File: src/rtl/ghash_accumulator_pkg.sv
// Shared constants and state encoding for the GHASH accumulator.
package ghash_accumulator_pkg;

    // Width of the multiplier watchdog counter.
    localparam int unsigned MULT_TIMEOUT_W = 11;

    // GF(2^128) field polynomial x^128 + x^7 + x^2 + x + 1.
    localparam logic [128:0] GF128_POLY = {1'b1, 120'h0, 8'h87};

    // Controller states.
    typedef enum logic [1:0] {
        ST_IDLE  = 2'd0,
        ST_ISSUE = 2'd1,
        ST_WAIT  = 2'd2
    } ghash_state_e;

endpackage

File: src/rtl/gf_bit_reverse.sv
// Combinational bit-order reversal between GCM bit order and polynomial order.
module gf_bit_reverse #(
    parameter int unsigned DEGREE = 128
) (
    input  logic [DEGREE-1:0] data_i,
    output logic [DEGREE-1:0] data_o
);

    genvar gi;
    generate
        for (gi = 0; gi < DEGREE; gi++) begin : g_rev
            assign data_o[gi] = data_i[DEGREE-1-gi];
        end
    endgenerate

endmodule

File: src/rtl/ghash_accumulator.sv
// GHASH accumulator: Y_i = (Y_{i-1} ^ X_i) * H, driving an external GF(2^DEGREE)
// multiplier over a go/finished handshake and publishing the tag on the last block.
module ghash_accumulator
    import ghash_accumulator_pkg::*;
#(
    parameter int unsigned DEGREE       = 128,
    parameter bit          REFLECT      = 1'b1,
    parameter int unsigned MULT_TIMEOUT = 1023
) (
    input  logic              clk,
    input  logic              rst_n,
    input  logic              h_load,
    input  logic [DEGREE-1:0] h_key,
    input  logic              clear,
    input  logic              in_valid,
    output logic              in_ready,
    input  logic [DEGREE-1:0] in_data,
    input  logic              in_last,
    output logic              tag_valid,
    output logic [DEGREE-1:0] tag_data,
    output logic              busy,
    output logic              err,
    output logic              mult_go,
    output logic [DEGREE-1:0] mult_x,
    output logic [DEGREE-1:0] mult_y,
    input  logic [DEGREE-1:0] mult_result,
    input  logic              mult_finished
);

    localparam logic [DEGREE-1:0]         ZERO_BLK    = {DEGREE{1'b0}};
    localparam logic [MULT_TIMEOUT_W-1:0] TIMER_ONE   = MULT_TIMEOUT_W'(1);
    localparam logic [MULT_TIMEOUT_W-1:0] TIMEOUT_CNT = MULT_TIMEOUT_W'(MULT_TIMEOUT);

    ghash_state_e              state_q, state_d;
    logic [DEGREE-1:0]         y_q, y_d;
    logic                      h_ok_q, h_ok_d;
    logic                      err_q, err_d;
    logic                      last_q, last_d;
    logic                      fin_q;
    logic [MULT_TIMEOUT_W-1:0] timer_q, timer_d;
    logic                      mult_go_q, mult_go_d;
    logic [DEGREE-1:0]         mult_x_q, mult_x_d;
    logic [DEGREE-1:0]         mult_y_q, mult_y_d;
    logic                      tag_valid_q, tag_valid_d;
    logic [DEGREE-1:0]         tag_data_q, tag_data_d;

    logic                      in_ready_s;
    logic                      rise_s;
    logic [MULT_TIMEOUT_W-1:0] timer_inc_s;
    logic [DEGREE-1:0]         x_plain_s, x_rev_s, x_sel_s;
    logic [DEGREE-1:0]         h_rev_s, h_sel_s;
    logic [DEGREE-1:0]         res_rev_s, res_sel_s;

    // Operand/result bit-order conversion; pass-through when REFLECT is 0.
    assign x_plain_s = y_q ^ in_data;

    gf_bit_reverse #(.DEGREE(DEGREE)) u_rev_x (.data_i(x_plain_s),   .data_o(x_rev_s));
    gf_bit_reverse #(.DEGREE(DEGREE)) u_rev_y (.data_i(h_key),       .data_o(h_rev_s));
    gf_bit_reverse #(.DEGREE(DEGREE)) u_rev_r (.data_i(mult_result), .data_o(res_rev_s));

    assign x_sel_s   = REFLECT ? x_rev_s   : x_plain_s;
    assign h_sel_s   = REFLECT ? h_rev_s   : h_key;
    assign res_sel_s = REFLECT ? res_rev_s : mult_result;

    // Only a fresh rising edge of finished completes an operation; a level left
    // high by an earlier (possibly aborted) operation is ignored.
    assign rise_s      = mult_finished & ~fin_q;
    assign timer_inc_s = timer_q + TIMER_ONE;

    // Next-state, datapath update and handshake decode.
    always_comb begin
        state_d     = state_q;
        y_d         = y_q;
        h_ok_d      = h_ok_q;
        err_d       = err_q;
        last_d      = last_q;
        timer_d     = timer_q;
        mult_go_d   = 1'b0;
        mult_x_d    = mult_x_q;
        mult_y_d    = mult_y_q;
        tag_valid_d = 1'b0;
        tag_data_d  = tag_data_q;
        in_ready_s  = 1'b0;

        if (clear) begin
            y_d     = ZERO_BLK;
            state_d = ST_IDLE;
        end else begin
            case (state_q)
                ST_IDLE: begin
                    // A key load takes the cycle; no block can be accepted with it.
                    in_ready_s = h_ok_q & ~h_load;
                    if (h_load) begin
                        mult_y_d = h_sel_s;
                        h_ok_d   = 1'b1;
                        y_d      = ZERO_BLK;
                        err_d    = 1'b0;
                    end else if (in_valid && in_ready_s) begin
                        mult_x_d  = x_sel_s;
                        last_d    = in_last;
                        mult_go_d = 1'b1;
                        state_d   = ST_ISSUE;
                    end else begin
                        state_d = ST_IDLE;
                    end
                end
                ST_ISSUE: begin
                    // The go cycle itself counts toward the watchdog budget.
                    timer_d = TIMER_ONE;
                    state_d = ST_WAIT;
                end
                ST_WAIT: begin
                    timer_d = timer_inc_s;
                    if (rise_s) begin
                        if (last_q) begin
                            tag_data_d  = res_sel_s;
                            tag_valid_d = 1'b1;
                            y_d         = ZERO_BLK;
                        end else begin
                            y_d = res_sel_s;
                        end
                        state_d = ST_IDLE;
                    end else if (timer_inc_s == TIMEOUT_CNT) begin
                        err_d   = 1'b1;
                        y_d     = ZERO_BLK;
                        state_d = ST_IDLE;
                    end else begin
                        state_d = ST_WAIT;
                    end
                end
                default: begin
                    y_d     = ZERO_BLK;
                    state_d = ST_IDLE;
                end
            endcase
        end
    end

    // State and datapath registers.
    always_ff @(posedge clk or negedge rst_n) begin
        if (!rst_n) begin
            state_q     <= ST_IDLE;
            y_q         <= ZERO_BLK;
            h_ok_q      <= 1'b0;
            err_q       <= 1'b0;
            last_q      <= 1'b0;
            fin_q       <= 1'b0;
            timer_q     <= {MULT_TIMEOUT_W{1'b0}};
            mult_go_q   <= 1'b0;
            mult_x_q    <= ZERO_BLK;
            mult_y_q    <= ZERO_BLK;
            tag_valid_q <= 1'b0;
            tag_data_q  <= ZERO_BLK;
        end else begin
            state_q     <= state_d;
            y_q         <= y_d;
            h_ok_q      <= h_ok_d;
            err_q       <= err_d;
            last_q      <= last_d;
            fin_q       <= mult_finished;
            timer_q     <= timer_d;
            mult_go_q   <= mult_go_d;
            mult_x_q    <= mult_x_d;
            mult_y_q    <= mult_y_d;
            tag_valid_q <= tag_valid_d;
            tag_data_q  <= tag_data_d;
        end
    end

    assign in_ready  = in_ready_s;
    assign busy      = (state_q != ST_IDLE);
    assign err       = err_q;
    assign mult_go   = mult_go_q;
    assign mult_x    = mult_x_q;
    assign mult_y    = mult_y_q;
    assign tag_valid = tag_valid_q;
    assign tag_data  = tag_data_q;

endmodule

File: config.mk
export PLATFORM = sky130hd
export DESIGN_NAME = ghash_accumulator
export DESIGN_NICKNAME = d
export VERILOG_FILES = /design/src/rtl/ghash_accumulator_pkg.sv /design/src/rtl/gf_bit_reverse.sv /design/src/rtl/ghash_accumulator.sv
export SDC_FILE = /design/constraint.sdc
export NUM_CORES = 1
export LEC_CHECK = 0
export BUFFER_PORTS_ARGS = -buffer_cell sky130_fd_sc_hd__clkbuf_2
export CORE_AREA = 5 5 297 299
export CTS_CLUSTER_DIAMETER = 60
export DETAILED_ROUTE_END_ITERATION = 6
export DIE_AREA = 0 0 302 304
export PLACE_DENSITY = 0.5
export SLEW_MARGIN = 20
export SYNTH_ARGS = -nofsm -noshare
export SYNTH_HDL_FRONTEND = slang
export SYNTH_HIERARCHICAL = 1
export SYNTH_SLANG_ARGS = --single-unit
File: constraint.sdc
create_clock -name clk -period 4.8 [get_ports clk]
set_input_delay 0.72 -clock clk [delete_from_list [all_inputs] [get_ports clk]]
set_output_delay 0.72 -clock clk [all_outputs]
set_load 0.005 [all_outputs]
## Word-level counts from Yosys, hierarchy flattened

Index checks and enable logic that the tools add are counted.

- Add/sub/neg operators: 1
- Equal/unequal tests: 10
- Multiplexer cells: 27
- Bitwise operators: 6
- Reductions and logical operators: 11

Operator list:

| cell | count |
|---|---|
| $mux 128 | 5 |
| $pmux 128 s3 | 1 |
| $xor 128x128->128 | 1 |
| $pmux 11 s2 | 1 |
| $mux 1 | 14 |
| $add 11x1->11 const B | 1 |
| $eq 11x10->1 const B | 1 |
| $mux 2 | 4 |
| $ne 2x2->1 const B | 4 |
| $reduce_and 4->1 | 2 |
| $ne 3x3->1 const B | 2 |
| $pmux 2 s3 | 1 |
| $reduce_and 3->1 | 2 |
| $reduce_bool 2->1 | 3 |
| $reduce_and 5->1 | 1 |
| $ne 4x4->1 const B | 1 |
| $not 1->1 | 3 |
| $and 1x1->1 | 2 |
| $eq 2x1->1 const B | 1 |
| $eq 2x2->1 const B | 1 |
| $logic_not 2->1 | 1 |
| $pmux 1 s2 | 1 |
| $reduce_and 2->1 | 1 |
| $logic_and 1x1->1 | 1 |

- Register bits: 531
- Input port bits: 391
- Output and inout port bits: 389
- Logic and storage cells: 67

## Longest topological paths before layout

Gate-level depths: netlist of the first run.

- Word-level depth: 7
- Gate-level depth with buffers: 10
- Depth with buffers taken out: 7

## Cells and area by module

The synthesis of the first run kept the hierarchy.

Modules (own cells, without submodules):

| module | instances | cells an instance | area an instance (um^2) | seq. area each (um^2) |
|---|---|---|---|---|
| ghash_accumulator | 1 | 1,622 | 21,908.5 | 13,287.7 |
| gf_bit_reverse | 3 | 128 | 960.9 | 0.0 |

## Least setup slack after synthesis of the first run

OpenSTA, ideal clock, no wires.

- Path kind: input to register
- Start: in h_load
- End: reg mult_x_q[100] (netlist: mult_x[100])
- Library setup time: 0.125 ns
- Data arrival time: 1.806 ns
- Data required time: 4.675 ns
- Slack: 2.869 ns
- Cell stages on the path: 5
- Path buffers: 2
- Path through: nor4b_2 nand2_1 buf_2 buf_2 mux2_2

- Cells in the longest elaborated chain, start to end: 4

Ends and longest elaborated chain:

| item | RTL line | text |
|---|---|---|
| from (decl) | ghash_accumulator.sv:12 | `input logic h_load,` |
| $not 1->1 (no source line) (*) | n/a |  |
| $and 1x1->1 | ghash_accumulator.sv:92 | `in_ready_s = h_ok_q & ~h_load;` |
| $logic_and 1x1->1 | ghash_accumulator.sv:98 | `end else if (in_valid && in_ready_s) begin` |
| $reduce_and 4->1 (no source line) (*) | n/a |  |
| to (signal assigned) | ghash_accumulator.sv:163 | `mult_x_q <= mult_x_d;` |
| to (decl) | ghash_accumulator.sv:42 | `logic [DEGREE-1:0] mult_x_q, mult_x_d;` |

Every way passes the cells marked *; elsewhere a longest branch is shown, timed or not.
A chain may end at the register's enable or synchronous reset.

## Worst setup path in the final report of the first run

- Start: reg state_q[0]
- End: reg y_q[94]

- Cells in the longest elaborated chain, start to end: 3
- Elaborated cells between the ends (all ways): 9
- Classes of those cells: 5 x eq/ne; 2 x mux; 2 x reduce/logical

Ends and longest elaborated chain:

| item | RTL line | text |
|---|---|---|
| from (decl) | ghash_accumulator.sv:34 | `ghash_state_e state_q, state_d;` |
| from (signal assigned) | ghash_accumulator.sv:155 | `state_q <= state_d;` |
| $eq 2x2->1, or another cell as far along | ghash_accumulator.sv:89 | `case (state_q)` |
| $ne 4x4->1 (no source line), or another cell as far along | n/a |  |
| $reduce_and 3->1 (no source line) / $mux 128 (equally long branches) | n/a |  |
| to (signal assigned) | ghash_accumulator.sv:156 | `y_q <= y_d;` |
| to (decl) | ghash_accumulator.sv:35 | `logic [DEGREE-1:0] y_q, y_d;` |

Several ways; a longest one is shown, not always the timed one.

==> flow_summary.ini, run 1 <==
[clocking]
cts_resized = 0
cts_tree = done
cts_sinks = 531
cts.htree.levels = 3
hold_buffers = 0
path_clk_slew_ps = 50
clkLatencyLatePin_ps = 600
post_cts.repair.setup_buffers = 0
clockBufferDepth = 3
cts_made_buffers = 67
cts_root_buf = clkbuf_16

[timing]
max_clock_freq_mhz = 341
hold_violations = 0
whs_ps = 197
tightest_slew_ps = 929
setup_viol = 0
maxSlewHeadroom = 0.381
slew_violations = 0
fin_worst_skew_ps = 27.6
fin_crit_sh = 0.611
rsz0062_at_grt = no
min_period_ps = 2930
tns_ps = 0

[final_layout]
drive_gt1_frac = 0.537
final_common_cell = clkbuf_2
synthToLayoutAreaGrowth_pct = 19.1
num-fill-cells = 8515
nets = 2789
mostFrequentLayoutCells = 778 x clkbuf_2, 531 x dfrtp_1, 391 x mux2_2, 141 x nand2_1
area.sequential_um2 = 13300
multi_input_area_um2 = 8150

[detailed_routing]
wl_per_cell_um = 20.7
viasPerCell = 4.46
routed_wl_um = 74400
drtIter0Drc = 793
postRouteAntennaNets = 0
dr.pass1.iters = 5
drc = 0
via_count = 16000

[synthesis]
synth_xor_area_frac = 0.0459
synth_edf_count = 0
synth-simple-area-share = 0.0299
ys_ff_latch = 531
async_reset_ff_frac = 1.00
syn-num-nets = 2402
synth_ff_type = dfrtp_1
synthAdderAreaFrac = 0.00252
synth_warnings = 6
synth_seq_area_share = 0.536
netlist_area_um2 = 24800
avgSynthCellArea_um2 = 12.4
muxShareOfSynthArea = 0.178
synth_top_family_by_area = multiplexers
synth-compound-area-share = 0.0710
synth_cells = 2006
synth_cell_type_count = 38

[critical_path]
start_kind = register
critPathRequiredTime_ps = 5290
worstPathMaxFanout = 34
ff2ff_path_depth = 8
end_kind = register
reg2reg_from = state_q[0]$_DFFE_PN0N_
regToRegEndpoint = y_q[94]$_DFFE_PN0P_
regToRegSetupSlack_ps = 1870
arrival_ps = 3420
critical_path_class = reg2reg

[die]
core_area_um2 = 84900
start_util = 0.292
num_rows = 107
dieArea_um2 = 91800
dieHeight_um = 304
io-pin-count = 780
die_w_um = 302

[job]
cap_violations = 0

[grt]
grt-ovfl-total = 0
grt_pass1_vias = 17400
grt_pass1_wl_um = 111000
grt_max_degree = 129
grt_usage = 0.157
antenna_found_initial = 5

[power_and_ir_drop]
powerDensity_nw_per_um2 = 437
p_leak_nw = 14.7
total_power_mw = 12.9
ir_drop_v = 0.000255

[placement]
globalplace.congestion = 0.886
io_buffers = 779
dp_hpwl_um = 55100

[status]
outcome = complete, no violations

[min_path]
holdCritPathClass = in2async
==> critical path, stage by stage, from the launching register on <==
cell	delay, ps
dfrtp_1	390
inv_1	140
ha_1	480
nand2b_1	190
nor2_1	240
and3b_4	590
buf_4	460
a22oi_1	140
o21ai_0	130
==> how the worst max path moves through the flow <==
stage | startpoint | end | slack [ps] | cells past startpoint
after global routing | state_q[0]$_DFFE_PN0N_ | y_q[90]$_DFFE_PN0P_ | 1570 | 8
after floorplan | h_load | mult_x[100]$_DFFE_PN0P_ | 2870 | 5
after global placement | state_q[0]$_DFFE_PN0N_ | y_q[94]$_DFFE_PN0P_ | 1960 | 8
final | state_q[0]$_DFFE_PN0N_ | y_q[94]$_DFFE_PN0P_ | 1870 | 8
after CTS | state_q[0]$_DFFE_PN0N_ | y_q[94]$_DFFE_PN0P_ | 1830 | 8
after detailed placement | state_q[0]$_DFFE_PN0N_ | y_q[94]$_DFFE_PN0P_ | 1860 | 8
==> state kept, by name, indices dropped and copies added, names as in the netlist <==
name,count
mult_y,128
fin_q,1
last_q,1
timer_q,11
h_ok_q,1
err,1
state_q,2
tag_valid,1
mult_x,128
tag_data,128
mult_go,1
y_q,128
==> area by class of cell <==
class | count | share of cell area
clock inverters | 23 | 0.0136
well taps | 1144 | 0.0485
multi-input cells | 982 | 0.276
inverters | 7 | 0.000890
diodes | 2 | 0.000170
clock buffers | 100 | 0.0678
flip-flops and latches | 531 | 0.450
repair buffers | 804 | 0.143
==> per-stage QoR <==
| step | util | area [um^2] | std cells | setup slack, ps |
|---|---|---|---|---|
| 6_report | 0.348 | 29500 | 3593 | 1870 |
| 5_1_grt | 0.348 | 29500 | 3593 | 1570 |
| 4_1_cts | 0.348 | 29500 | 3591 | 1830 |
| 3_5_place_dp | 0.319 | 27100 | 3468 | 1860 |
| 3_3_place_gp | 0.319 | 27100 | 3468 | 1960 |
| 2_1_floorplan | - | 24800 | 2006 | 2870 |
==> synthesized netlist by cell type, drive strengths merged, types with 2 or more instances <==
| library cell | instances | share of area |
|---|---|---|
| nor2 | 11 | 0.0019 |
| nor4 | 2 | 0.00050 |
| mux2 | 391 | 0.18 |
| nor3 | 5 | 0.0010 |
| a22o | 7 | 0.0025 |
| ha | 5 | 0.0025 |
| a21oi | 2 | 0.00040 |
| buf | 435 | 0.13 |
| nand3 | 3 | 0.00081 |
| xnor2 | 2 | 0.00071 |
| xor2 | 128 | 0.045 |
| o21a | 2 | 0.00061 |
| nand2 | 143 | 0.022 |
| dfrtp | 531 | 0.54 |
| clkbuf | 51 | 0.0082 |
| a22oi | 128 | 0.039 |
| nand2b | 7 | 0.0018 |
| o21ai | 134 | 0.027 |
| inv | 7 | 0.0011 |
==> metal layers <==
layer / share of wire / track usage / routed length, um
met5: 0.000094 / 0 / 7
met4: 0.025 / 0.0483 / 1880
met3: 0.070 / 0.0410 / 5220
met2: 0.51 / 0.277 / 37900
met1: 0.40 / 0.187 / 29400
==> where the power goes <==
group | internal [mW] | total [mW] | leakage (nW) | switching, mW
sequential | 5.12 | 5.51 | 6.82 | 0.386
clock | 3.31 | 5.36 | 1.17 | 2.05
combinational | 1.06 | 2.03 | 6.67 | 0.961
total | 9.50 | 12.9 | 14.7 | 3.39
==> kinds of logic (layout without fill, tap and decap cells) <==
kind of cell / after synthesis / count (layout)
flops: 531 / 531
buf+inv: 493 / 934
mux: 391 / 391
compound gates: 278 / 278
simple gates: 178 / 178
xor+xnor: 130 / 130
fa+ha+maj: 5 / 5
other cells: 0 / 2
Power figures use the tool's default switching activity.
==> inputs of run 2 (changes only) <==
==> constraint.sdc (replaced) <==
create_clock -name clk -period 2.9 [get_ports clk]
set_input_delay 0.435 -clock clk [delete_from_list [all_inputs] [get_ports clk]]
set_output_delay 0.435 -clock clk [all_outputs]
set_load 0.005 [all_outputs]
==> run 2 against run 1 <==
Design area is essentially flat. Combinational power increased by 66%. Critical path depth did not move. First-iteration DRC count decreased by 8.6%. Global-route usage barely moved. Final cell count rose by 0.22%. Clock power is 54% higher. Utilization about the same. Maximum frequency rose by 18%. Critical path type unchanged. Largest cell class unchanged. Largest power group unchanged.
==> flow_summary.ini, run 2 (synthesized netlist as in run 1, its figures left out) <==
[critical_path]
worstPathMaxFanout = 68
arrival_ps = 2970
worstPathCellList = inv_1 -> ha_1 -> nand2b_1 -> nor2_1 -> and3b_4 -> buf_12 -> a22oi_1 -> o21ai_0
worst_path_largest_cell_delay_ps = 480
end_kind = register
cpMaxStageDelayCell = ha_1
critPathRequiredTime_ps = 3390
critical_path_class = reg2reg
start_kind = register

[grt]
grt_max_degree = 118
gr-usage-met1 = 0.187
grt.met2_usage = 0.276
grt-ovfl-total = 0
antenna_found_initial = 2
grt_pass1_wl_um = 112000
grtUsageMet3 = 0.0434
top_usage_layer = met2
grt_usage = 0.157
grt_pass1_vias = 17400

[power_and_ir_drop]
swShare = 0.267
power_switching_mw = 5.53
p_comb_frac = 0.163
power_frac_clock = 0.398
p_leak_nw = 14.7
powerDensity_nw_per_um2 = 702
p_int_mw = 15.2
seq_power_share = 0.440
ir_drop_v = 0.000388

[clocking]
cts.htree.levels = 3
hold_buffers = 2
cts_resized = 0
cts_made_buffers = 66
cts_tree = done
cts_sinks = 531
clockBufferDepth = 3
post_cts.repair.setup_buffers = 0
path_clk_slew_ps = 60
clkLatencyLatePin_ps = 580
cts_root_buf = clkbuf_16

[detailed_routing]
postRouteAntennaNets = 0
drtIter0Drc = 725
via_count = 16100
routed_wl_um = 74800
viasPerCell = 4.47
drc = 0
dr.pass1.iters = 5
wl_per_cell_um = 20.8

[die]
io-pin-count = 780
core_area_um2 = 84900
num_rows = 107
start_util = 0.292
dieHeight_um = 304
dieArea_um2 = 91800
die_w_um = 302

[final_layout]
area.sequential_um2 = 13300
synthToLayoutAreaGrowth_pct = 19.1
final_common_cell = clkbuf_2
num-fill-cells = 8518
mostFrequentLayoutCells = 778 x clkbuf_2, 531 x dfrtp_1, 391 x mux2_2, 141 x nand2_1
nets = 2803
drive_gt1_frac = 0.539
final_cells = 3601
multi_input_area_um2 = 8150

[timing]
fin_crit_sh = 0.856
maxSlewHeadroom = 0.442
setup_viol = 0
max_clock_freq_mhz = 403
tightest_slew_ps = 837
hold_violations = 0
slew_violations = 0
min_period_ps = 2480
tns_ps = 0
fin_worst_skew_ps = 24.7
rsz0062_at_grt = no

[status]
outcome = complete, no violations

[min_path]
holdCritPathClass = in2reg

[placement]
place_inst = 3481
io_buffers = 779
globalplace.congestion = 0.861
dp_hpwl_um = 55400

[job]
cap_violations = 0
[run 2: final timing paths]
path | depth (start not counted) | end | slack (ps) | startpoint
min | 2 | mult_y[59]$_DFFE_PN0P_ | 70 | h_key[68]
max reg2reg | 8 | y_q[83]$_DFFE_PN0P_ | 420 | state_q[0]$_DFFE_PN0N_
max | 8 | y_q[83]$_DFFE_PN0P_ | 420 | state_q[0]$_DFFE_PN0N_
min reg2reg | 1 | h_ok_q$_DFFE_PN0P_ | 460 | h_ok_q$_DFFE_PN0P_
min in group asynchronous | 2 | mult_y[35]$_DFFE_PN0P_ | 430 | rst_n
max in group asynchronous | 4 | tag_data[76]$_DFFE_PN0P_ | 1540 | rst_n
[run 2: power by group through the flow]
stage               clock [mW]  combinational, mW  sequential (mW)
finish                    8.24               3.37             9.12
global route              8.81               3.68             9.23
CTS                       8.51               3.47             9.12
detailed placement           0               3.45             9.24
global placement             0               3.40             9.21
floorplan                    0               1.58             9.18
[run 2: metal layers]
layer / vias up / wire [um] / share of wire
met5: - / 0 / 0
met4: 0 / 2120 / 0.028
met3: 108 / 5440 / 0.073
met2: 513 / 38000 / 0.51
met1: 8164 / 29200 / 0.39
li1: 7312 / - / -
[run 2: final cells by class]
class | instances | share of cell area
diodes | 1 | 0.0000848
clock buffers | 99 | 0.0684
clock inverters | 18 | 0.00606
inverters | 7 | 0.000890
multi-input cells | 982 | 0.276
flip-flops and latches | 531 | 0.450
well taps | 1144 | 0.0485
repair buffers | 819 | 0.150
[run 2: critical path, delay by kind of cell (launching register included)]
family / cells / cell delay [ps]
AOI/OAI and AO/OA: 2 / 230
and+or+nand+nor: 3 / 720
DFF: 1 / 390
adders and majority gates: 1 / 480
buffers and inverters: 2 / 440
[run 2: stage by stage]
stage / hold slack [ps] / setup slack [ps] / util / area [um^2] / total power, mW
after floorplan: 139 / 982 / - / 24800 / 10.8
after CTS: 16.5 / 365 / 0.348 / 29500 / 21.1
after global routing: 33.7 / 211 / 0.348 / 29500 / 21.7
final: 72.9 / 418 / 0.348 / 29500 / 20.7
after detailed placement: 444 / 425 / 0.322 / 27300 / 12.7
after global placement: 443 / 451 / 0.322 / 27300 / 12.6
